<file path="config.mk">
export PLATFORM = sky130hd
export DESIGN_NAME = acc_fetch_decode
export DESIGN_NICKNAME = d
export VERILOG_FILES = /design/src/rtl/acc_isa_pkg.sv /design/src/rtl/acc_pc.sv /design/src/rtl/acc_fetch_decode.sv
export SDC_FILE = /design/constraint.sdc
export NUM_CORES = 1
export LEC_CHECK = 0
export BUFFER_PORTS_ARGS = -buffer_cell sky130_fd_sc_hd__buf_2
export CORE_MARGIN = 1.5
export CORE_UTILIZATION = 40
export DETAILED_ROUTE_END_ITERATION = 8
export PLACE_DENSITY = 0.73
export SLEW_MARGIN = 20
export SYNTH_ARGS = -nofsm -noshare
export SYNTH_HDL_FRONTEND = slang
export SYNTH_SLANG_ARGS = --single-unit
</file>
<file path="constraint.sdc">
create_clock -name clk -period 10.2 [get_ports clk]
set_input_delay 3.06 -clock clk [delete_from_list [all_inputs] [get_ports clk]]
set_output_delay 3.06 -clock clk [all_outputs]
set_load 0.005 [all_outputs]
</file>
<file path="src/rtl/acc_isa_pkg.sv">
// Shared ISA definitions for the accumulator control stage: instruction
// classes, sequencer states, field positions and the decoded control bundle.
package acc_isa_pkg;

  typedef enum logic [2:0] {
    OP_LDIL  = 3'b000,
    OP_LDIH  = 3'b001,
    OP_MOVAR = 3'b010,
    OP_MOVRA = 3'b011,
    OP_ALU   = 3'b100,
    OP_BNZ   = 3'b101,
    OP_NOP   = 3'b110,
    OP_SYS   = 3'b111
  } opcode_e;

  typedef enum logic [1:0] {
    ST_IDLE  = 2'd0,
    ST_FETCH = 2'd1,
    ST_EXEC  = 2'd2,
    ST_HALT  = 2'd3
  } state_e;

  // Instruction field positions within the 9-bit word.
  localparam int CLASS_HI = 8;
  localparam int CLASS_LO = 6;
  localparam int OPND_HI  = 5;
  localparam int ALU_HI   = 5;
  localparam int ALU_LO   = 3;
  localparam int REG_HI   = 2;
  localparam int REG_LO   = 0;
  localparam int IMM_HI   = 3;
  localparam int IMM_LO   = 0;

  // Operand that turns class 111 into HALT; any other operand is a NOP.
  localparam logic [5:0] HALT_OPERAND = 6'h3F;

  // Decoded datapath controls, all zero outside the execute cycle.
  typedef struct packed {
    logic       acc_we;
    logic       from_reg;
    logic       from_alu;
    logic       from_imm;
    logic       load_hi;
    logic [3:0] imm;
    logic [2:0] reg_addr;
    logic       reg_we;
    logic [2:0] alu_op;
  } ctrl_t;

endpackage

</file>
<file path="src/rtl/acc_pc.sv">
// Program counter: clear to zero, increment, or add a sign-extended 6-bit
// offset. Arithmetic wraps modulo 2^PW in both directions.
module acc_pc #(
  parameter int PW = 8
) (
  input  logic          clk,
  input  logic          rst_n,
  input  logic          clr,
  input  logic          inc,
  input  logic          rel,
  input  logic [5:0]    offset,
  output logic [PW-1:0] pc
);

  logic [PW-1:0] pc_q;
  logic [PW-1:0] pc_d;
  logic [PW-1:0] off_ext;

  // Next PC; clear wins over branch, branch wins over increment.
  always_comb begin
    off_ext = {{(PW-6){offset[5]}}, offset};
    pc_d    = pc_q;
    if (clr) begin
      pc_d = '0;
    end else if (rel) begin
      pc_d = pc_q + off_ext;
    end else if (inc) begin
      pc_d = pc_q + PW'(1);
    end
  end

  // PC register with synchronous active-low reset.
  always_ff @(posedge clk) begin
    if (!rst_n) begin
      pc_q <= '0;
    end else begin
      pc_q <= pc_d;
    end
  end

  assign pc = pc_q;

endmodule

</file>
<file path="src/rtl/acc_fetch_decode.sv">
// Fetch/decode sequencer for the accumulator datapath. Two cycles per
// instruction: FETCH presents the PC to the synchronous ROM, EXEC decodes
// the returned word, drives the datapath controls and advances the PC.
//
// Start/Done handshake: Start is a level sampled on the clock edge and is
// only acted on in IDLE or HALT; Done is high for exactly as long as the
// sequencer sits in HALT and drops the cycle after an accepted Start.
module acc_fetch_decode
  import acc_isa_pkg::*;
#(
  parameter int W  = 8,
  parameter int PW = 8,
  parameter int CW = 16
) (
  input  logic          clk,
  input  logic          Reset_n,
  input  logic          Start,
  output logic          Done,
  output logic [PW-1:0] Instr_Addr,
  input  logic [8:0]    Instr_In,
  input  logic [W-1:0]  Acc_In,
  output logic          Acc_Write_En,
  output logic          From_Reg,
  output logic          From_ALU,
  output logic          From_Imm,
  output logic          Load_Hi,
  output logic [3:0]    Imm_Out,
  output logic [2:0]    Reg_Addr,
  output logic          Reg_Write_En,
  output logic [2:0]    ALU_Op,
  output logic [CW-1:0] Instr_Count,
  output state_e        Dbg_State
);

  state_e        state_q;
  state_e        state_d;
  logic [CW-1:0] cnt_q;
  logic [CW-1:0] cnt_d;
  logic          pc_clr;
  logic          pc_inc;
  logic          pc_rel;
  logic [PW-1:0] pc;
  opcode_e       op;
  logic [5:0]    operand;
  logic          is_halt;
  logic          take_branch;
  ctrl_t         dec;
  ctrl_t         ctrl_out;

  assign op          = opcode_e'(Instr_In[CLASS_HI:CLASS_LO]);
  assign operand     = Instr_In[OPND_HI:0];
  assign is_halt     = (op == OP_SYS) && (operand == HALT_OPERAND);
  assign take_branch = (op == OP_BNZ) && (Acc_In != '0);

  acc_pc #(.PW(PW)) u_pc (
    .clk    (clk),
    .rst_n  (Reset_n),
    .clr    (pc_clr),
    .inc    (pc_inc),
    .rel    (pc_rel),
    .offset (operand),
    .pc     (pc)
  );

  // Instruction decode; only one accumulator source select is ever set.
  always_comb begin
    dec = '0;
    case (op)
      OP_LDIL: begin
        dec.acc_we   = 1'b1;
        dec.from_imm = 1'b1;
        dec.imm      = Instr_In[IMM_HI:IMM_LO];
      end
      OP_LDIH: begin
        dec.acc_we   = 1'b1;
        dec.from_imm = 1'b1;
        dec.load_hi  = 1'b1;
        dec.imm      = Instr_In[IMM_HI:IMM_LO];
      end
      OP_MOVAR: begin
        dec.acc_we   = 1'b1;
        dec.from_reg = 1'b1;
        dec.reg_addr = Instr_In[REG_HI:REG_LO];
      end
      OP_MOVRA: begin
        dec.reg_we   = 1'b1;
        dec.reg_addr = Instr_In[REG_HI:REG_LO];
      end
      OP_ALU: begin
        dec.acc_we   = 1'b1;
        dec.from_alu = 1'b1;
        dec.alu_op   = Instr_In[ALU_HI:ALU_LO];
        dec.reg_addr = Instr_In[REG_HI:REG_LO];
      end
      default: dec = '0;
    endcase
  end

  // Controls reach the datapath only in EXEC, and a reset asserted during
  // EXEC suppresses them immediately so no write lands on that edge.
  assign ctrl_out = ((state_q == ST_EXEC) && Reset_n) ? dec : '0;

  // Next-state, PC command and retired-instruction count.
  always_comb begin
    state_d = state_q;
    cnt_d   = cnt_q;
    pc_clr  = 1'b0;
    pc_inc  = 1'b0;
    pc_rel  = 1'b0;
    case (state_q)
      ST_IDLE, ST_HALT: begin
        if (Start) begin
          state_d = ST_FETCH;
          pc_clr  = 1'b1;
          cnt_d   = '0;
        end
      end
      ST_FETCH: state_d = ST_EXEC;
      ST_EXEC: begin
        cnt_d = (&cnt_q) ? cnt_q : cnt_q + CW'(1);
        if (is_halt) begin
          state_d = ST_HALT;
        end else begin
          state_d = ST_FETCH;
          if (take_branch) begin
            pc_rel = 1'b1;
          end else begin
            pc_inc = 1'b1;
          end
        end
      end
      default: state_d = ST_IDLE;
    endcase
  end

  // State and counter registers.
  always_ff @(posedge clk) begin
    if (!Reset_n) begin
      state_q <= ST_IDLE;
      cnt_q   <= '0;
    end else begin
      state_q <= state_d;
      cnt_q   <= cnt_d;
    end
  end

  assign Done         = (state_q == ST_HALT);
  assign Instr_Addr   = pc;
  assign Instr_Count  = cnt_q;
  assign Dbg_State    = state_q;
  assign Acc_Write_En = ctrl_out.acc_we;
  assign From_Reg     = ctrl_out.from_reg;
  assign From_ALU     = ctrl_out.from_alu;
  assign From_Imm     = ctrl_out.from_imm;
  assign Load_Hi      = ctrl_out.load_hi;
  assign Imm_Out      = ctrl_out.imm;
  assign Reg_Addr     = ctrl_out.reg_addr;
  assign Reg_Write_En = ctrl_out.reg_we;
  assign ALU_Op       = ctrl_out.alu_op;

endmodule

</file>
Word level (Yosys, flattened, before mapping)
Index checks and enable logic that the tools add are counted.
Widths: inputs -> output; s select.
{"block": "classes", "n_reduce_logical": 15, "n_mux": 26, "add_sub_neg": 3, "bitwise_logic": 1, "eq_ne": 12}
{"cell": "$mux 16", "count": 3}
{"cell": "$pmux 16 s2", "count": 1}
{"cell": "$add 16x1->16 const B", "count": 1}
{"cell": "$mux 8", "count": 2}
{"cell": "$reduce_and 16->1", "count": 1}
{"cell": "$mux 1", "count": 14}
{"cell": "$eq 3x3->1 const B", "count": 3}
{"cell": "$add 8x1->8 const B", "count": 1}
{"cell": "$add 8x8->8", "count": 1}
{"cell": "$reduce_bool 8->1", "count": 1}
{"cell": "$eq 3x2->1 const B", "count": 2}
{"cell": "$eq 6x6->1 const B", "count": 1}
{"cell": "$mux 3", "count": 2}
{"cell": "$pmux 2 s3", "count": 1}
{"cell": "$reduce_or 2->1", "count": 3}
{"cell": "$eq 2x2->1 const B", "count": 2}
{"cell": "$mux 2", "count": 2}
{"cell": "$mux 4", "count": 1}
{"cell": "$ne 2x2->1 const B", "count": 2}
{"cell": "$reduce_bool 2->1", "count": 2}
{"cell": "$reduce_or 4->1", "count": 1}
{"cell": "$eq 3x1->1 const B", "count": 1}
{"cell": "$logic_and 1x1->1", "count": 3}
{"cell": "$logic_not 3->1", "count": 1}
{"cell": "5 further kinds", "count": 5}
{"block": "totals", "register_bits": 26, "inputBits": 20, "output_inout_bits": 43, "elab_cells": 60}

Logic depth before layout (Yosys ltp)
{"block": "depth", "depth_word": 7, "ltp_mapped": 15}

Hierarchy
A second synthesis with hierarchy kept.
{"block": "hier_totals", "hier_cells": 239, "area_unflattened_um2": 1849.3}
{"module": "acc_fetch_decode", "area_per_inst_um2": 1258.7, "cells_each": 165, "n_inst": 1, "seq_area_each_um2": 360.3}
{"module": "acc_pc", "area_per_inst_um2": 590.6, "cells_each": 74, "n_inst": 1, "seq_area_each_um2": 160.2}

Least setup slack after synthesis
No wires, ideal clock.
{"block": "synth_timing", "kind": "in2out", "start": "in Reset_n", "end": "out Imm_Out[0]", "arrival_time_ns": 3.692, "path_stages": 3, "n_path_buf": 0, "setup_slack_ns": 3.448, "cell_sequence": "nand2_1 nor3_1 and2_1"}
{"block": "synth_via", "elab_chain_len": 2}
{"element": "from (decl)", "line": "acc_fetch_decode.sv:16", "rtl": "input logic Reset_n,"}
{"element": "$logic_and 1x1->1", "line": "acc_fetch_decode.sv:101", "rtl": "assign ctrl_out = ((state_q == ST_EXEC) && Reset_n) ? dec : '0;"}
{"element": "$mux 16", "line": "acc_fetch_decode.sv:101"}
{"element": "to (decl)", "line": "acc_fetch_decode.sv:27", "rtl": "output logic [3:0] Imm_Out,"}
Every way passes these cells.

Worst setup path in the final report
{"block": "layout_timing", "start": "in Reset_n", "end": "out Imm_Out[3]"}
The elaborated chain is that of the path after synthesis.

==> metrics.md <==
| Metric | Value |
|---|---|
| # resized after CTS | 0 |
| Register area share after synthesis | 29.8% |
| FF-to-FF path depth | 12 |
| Min cycle time layout | 7.18 ns |
| Flops & latches, synth | 26 |
| CP Capture Type | output port |
| CTS tree | done |
| Grt ovf | 0 |
| Core area | 0.00412 mm^2 |
| IO buf count | 62 |
| Worst reg2reg startpoint | Dbg_State[1]$_SDFFE_PN0P_ |
| Clock-pin slew of the registers on the worst-case setup and hold paths | 0.09 ns |
| TritonCTS Buffers | 3 |
| Place WS | 3.03 ns |
| Layout cells sized above 1 | 27.6% |
| YS warnings | 0 |
| Post-synth cell types | 46 |
| Drt first pass iters | 4 |
| Chip width | 69.1 um |
| Commonest cells post-synth | nor2_1, dfxtp_1, nand2_1 |
| Skew final | 0.00169 ns |
| Vias per cell | 5.01 |
| Leak | 1.02 nW |
| Crit path DAT | 4.12 ns |
| Worst Setup Start Kind | primary input |
| Combinational share of power | 13.6% |
| Sequential power share | 47.2% |
| Setup ws final | 3.02 ns |
| Largest net degree at the start of global routing | 16 |
| Setup TNS | 0 ns |
| WHS Endpoint | u_pc.pc[6]$_SDFFE_PP0P_ |
| Core Rows | 23 |
| Ys flop type | dfxtp_1 |
| Internal Power | 0.000166 W |
| PwrDens | 101 mW/mm^2 |
| Initial Util | 42.5% |
| RSZ-0062 raised after global routing | false |
| Deepest clock path buffer count | 2 |
| WL final | 3.89 mm |
| Worst-Margin Slew | 0.596 ns |
| Antenna violations before repair | 0 |
| Top-count cell post-synth | nor2_1 |
| Via count | 1,647 |
| Die area | 0.00478 mm^2 |
| Share of the synthesized area in the top cell type | 29.8% |
| Hold Slack | 0.485 ns |
| Final period util | 70.4% |
| Starting DRC count in detailed routing | 77 |
| HPWL Detailed | 3.12 mm |
| Top cell type by total area after synthesis | dfxtp_1 |
| Root Driver | clkbuf_8 |
| First-pass GRT wire length | 6.72 mm |
| Reg2reg setup slack | 7.07 ns |
| Switching part of the total | 24.6% |
| Antenna diodes | 0 |
| CP max FO | 12 |
| WP data required | 7.14 ns |
| Total power | 0.000221 W |
| Maxcap violations | 0 |
| Final Hold Fails | 0 |
| CTS Hold Bufs | 0 |
| WS Path Type | primary input to output port |
| Gr usage total | 16.4% |
| P&R area growth vs syn | 24.5% |
| Final setup vio count | 0 |
| Post-route ant nets | 0 |
| Vias in the first global route | 1,531 |
| Synthesized Nets | 248 |
| Area after DPL | 0.00211 mm^2 |
| Slew HR | 59.2% |
| Fin nets | 312 |
| Post-synth EDFFs | 0 |
| WHS Path Cells | 2 |
| Sw power | 0.0000543 W |
| Most area-consuming cells after synthesis | dfxtp_1, ha_1, nor2_1 |
| DRC errors left | 0 |
| Min-delay src | u_pc.pc[6]$_SDFFE_PP0P_ |
| Final Instance Area | 0.00218 mm^2 |
| Avg Cell Area, Syn | 8.10 um^2 |
| Worst vdd ir | 0.0787 mV |
| Die Height | 69.1 um |
| R2R Path End | u_pc.pc[7]$_SDFFE_PP0P_ |
| Post-synth ARST share | 0% |
| Ports | 63 |
| WL/cell | 11.8 um |
| Post-CTS Setup Bufs | 0 |
| Fmax | 139 MHz |
| Synthesized area | 0.00175 mm^2 |
| RePlAce Congestion | 0.807 |
| Fin. max-slew vios | 0 |
| Clk pwr share | 39.2% |
| Status | finished clean |
| Synthesized instance count | 216 |
| # clock sinks | 26 |
| Worst min-delay path category | flop to flop |
| Clock Latency Late Sink | 0.27 ns |
| H-tree levels | 1 |
per-layer routing:
layer  track usage, %  vias to the layer above  share of wire [%]
met5                0                        -                  0
met4             5.01                        0                1.2
met3             2.63                        5                1.9
met2             27.2                       21                 47
met1             21.9                      741                 50
li1                 -                      880                  -
worst max path at each step:
| stage | start | cells after the start | slack (ns) | to |
|---|---|---|---|---|
| CTS | Reset_n | 5 | 3.02 | Imm_Out[3] |
| floorplan | Reset_n | 3 | 3.45 | Imm_Out[0] |
| finish | Reset_n | 5 | 3.02 | Imm_Out[3] |
| global placement | Reset_n | 5 | 3.09 | Imm_Out[0] |
| detailed placement | Reset_n | 5 | 3.03 | Imm_Out[3] |
| global route | Reset_n | 5 | 2.92 | Imm_Out[0] |
logic make-up after synthesis:
family	share of synthesized area, %
DFF	29.8
xor gates and xnor gates	7.01
buffers and inverters	3.72
and+or+nand+nor	33.5
muxes	3.43
AOI/OAI and AO/OA	12.9
adders and majority gates	9.59
power by group through the flow:
stage               combinational (W)   clock, W  sequential [W]
finish                      0.0000300  0.0000864        0.000104
global placement            0.0000299          0        0.000107
floorplan                   0.0000192          0        0.000107
global route                0.0000340  0.0000933        0.000105
CTS                         0.0000303  0.0000892        0.000104
detailed placement          0.0000302          0        0.000107
layout make-up:
class / count / area (um^2)
Fill cell: 419 / 1940
Clock buffer: 3 / 41.3
Sequential cell: 26 / 520
Inverter: 11 / 41.3
Multi-Input combinational cell: 175 / 1160
Clock inverter: 1 / 30.0
Tap cell: 50 / 62.6
Timing Repair Buffer: 63 / 318
state kept, by name (all words and copies together) (netlist names):
register,flops
Instr_Count,16
u_pc.pc,8
Dbg_State,2
worst max-delay path: stages:
cell and delay (ns):
buf_2 0.20, nand2_1 0.20, nor3_1 0.37, and2_1 0.19
buf_2 0.11
placed cells by master, fill, tap and decap left out, types with 2 or more instances in the layout:
cell type	n
nand2_1	16
buf_2	62
nand3_1	9
clkbuf_8	3
xnor2_1	7
ha_1	11
nand3b_1	2
nor2b_1	5
and2_1	13
a21o_1	3
xor2_1	7
and2_2	2
o211ai_1	2
nor4_1	4
nor2_1	32
nand4_1	5
inv_1	11
dfxtp_1	26
nor3_1	10
nand2b_1	3
o21ai_0	6
a21oi_1	10
mux2i_1	6
through the flow:
step	std cells	util, %
after floorplan	216	-
after global placement	325	51.2
after detailed placement	325	51.2
after CTS	329	52.9
after global routing	329	52.9
final	329	52.9
Power figures use the tool's default switching activity.
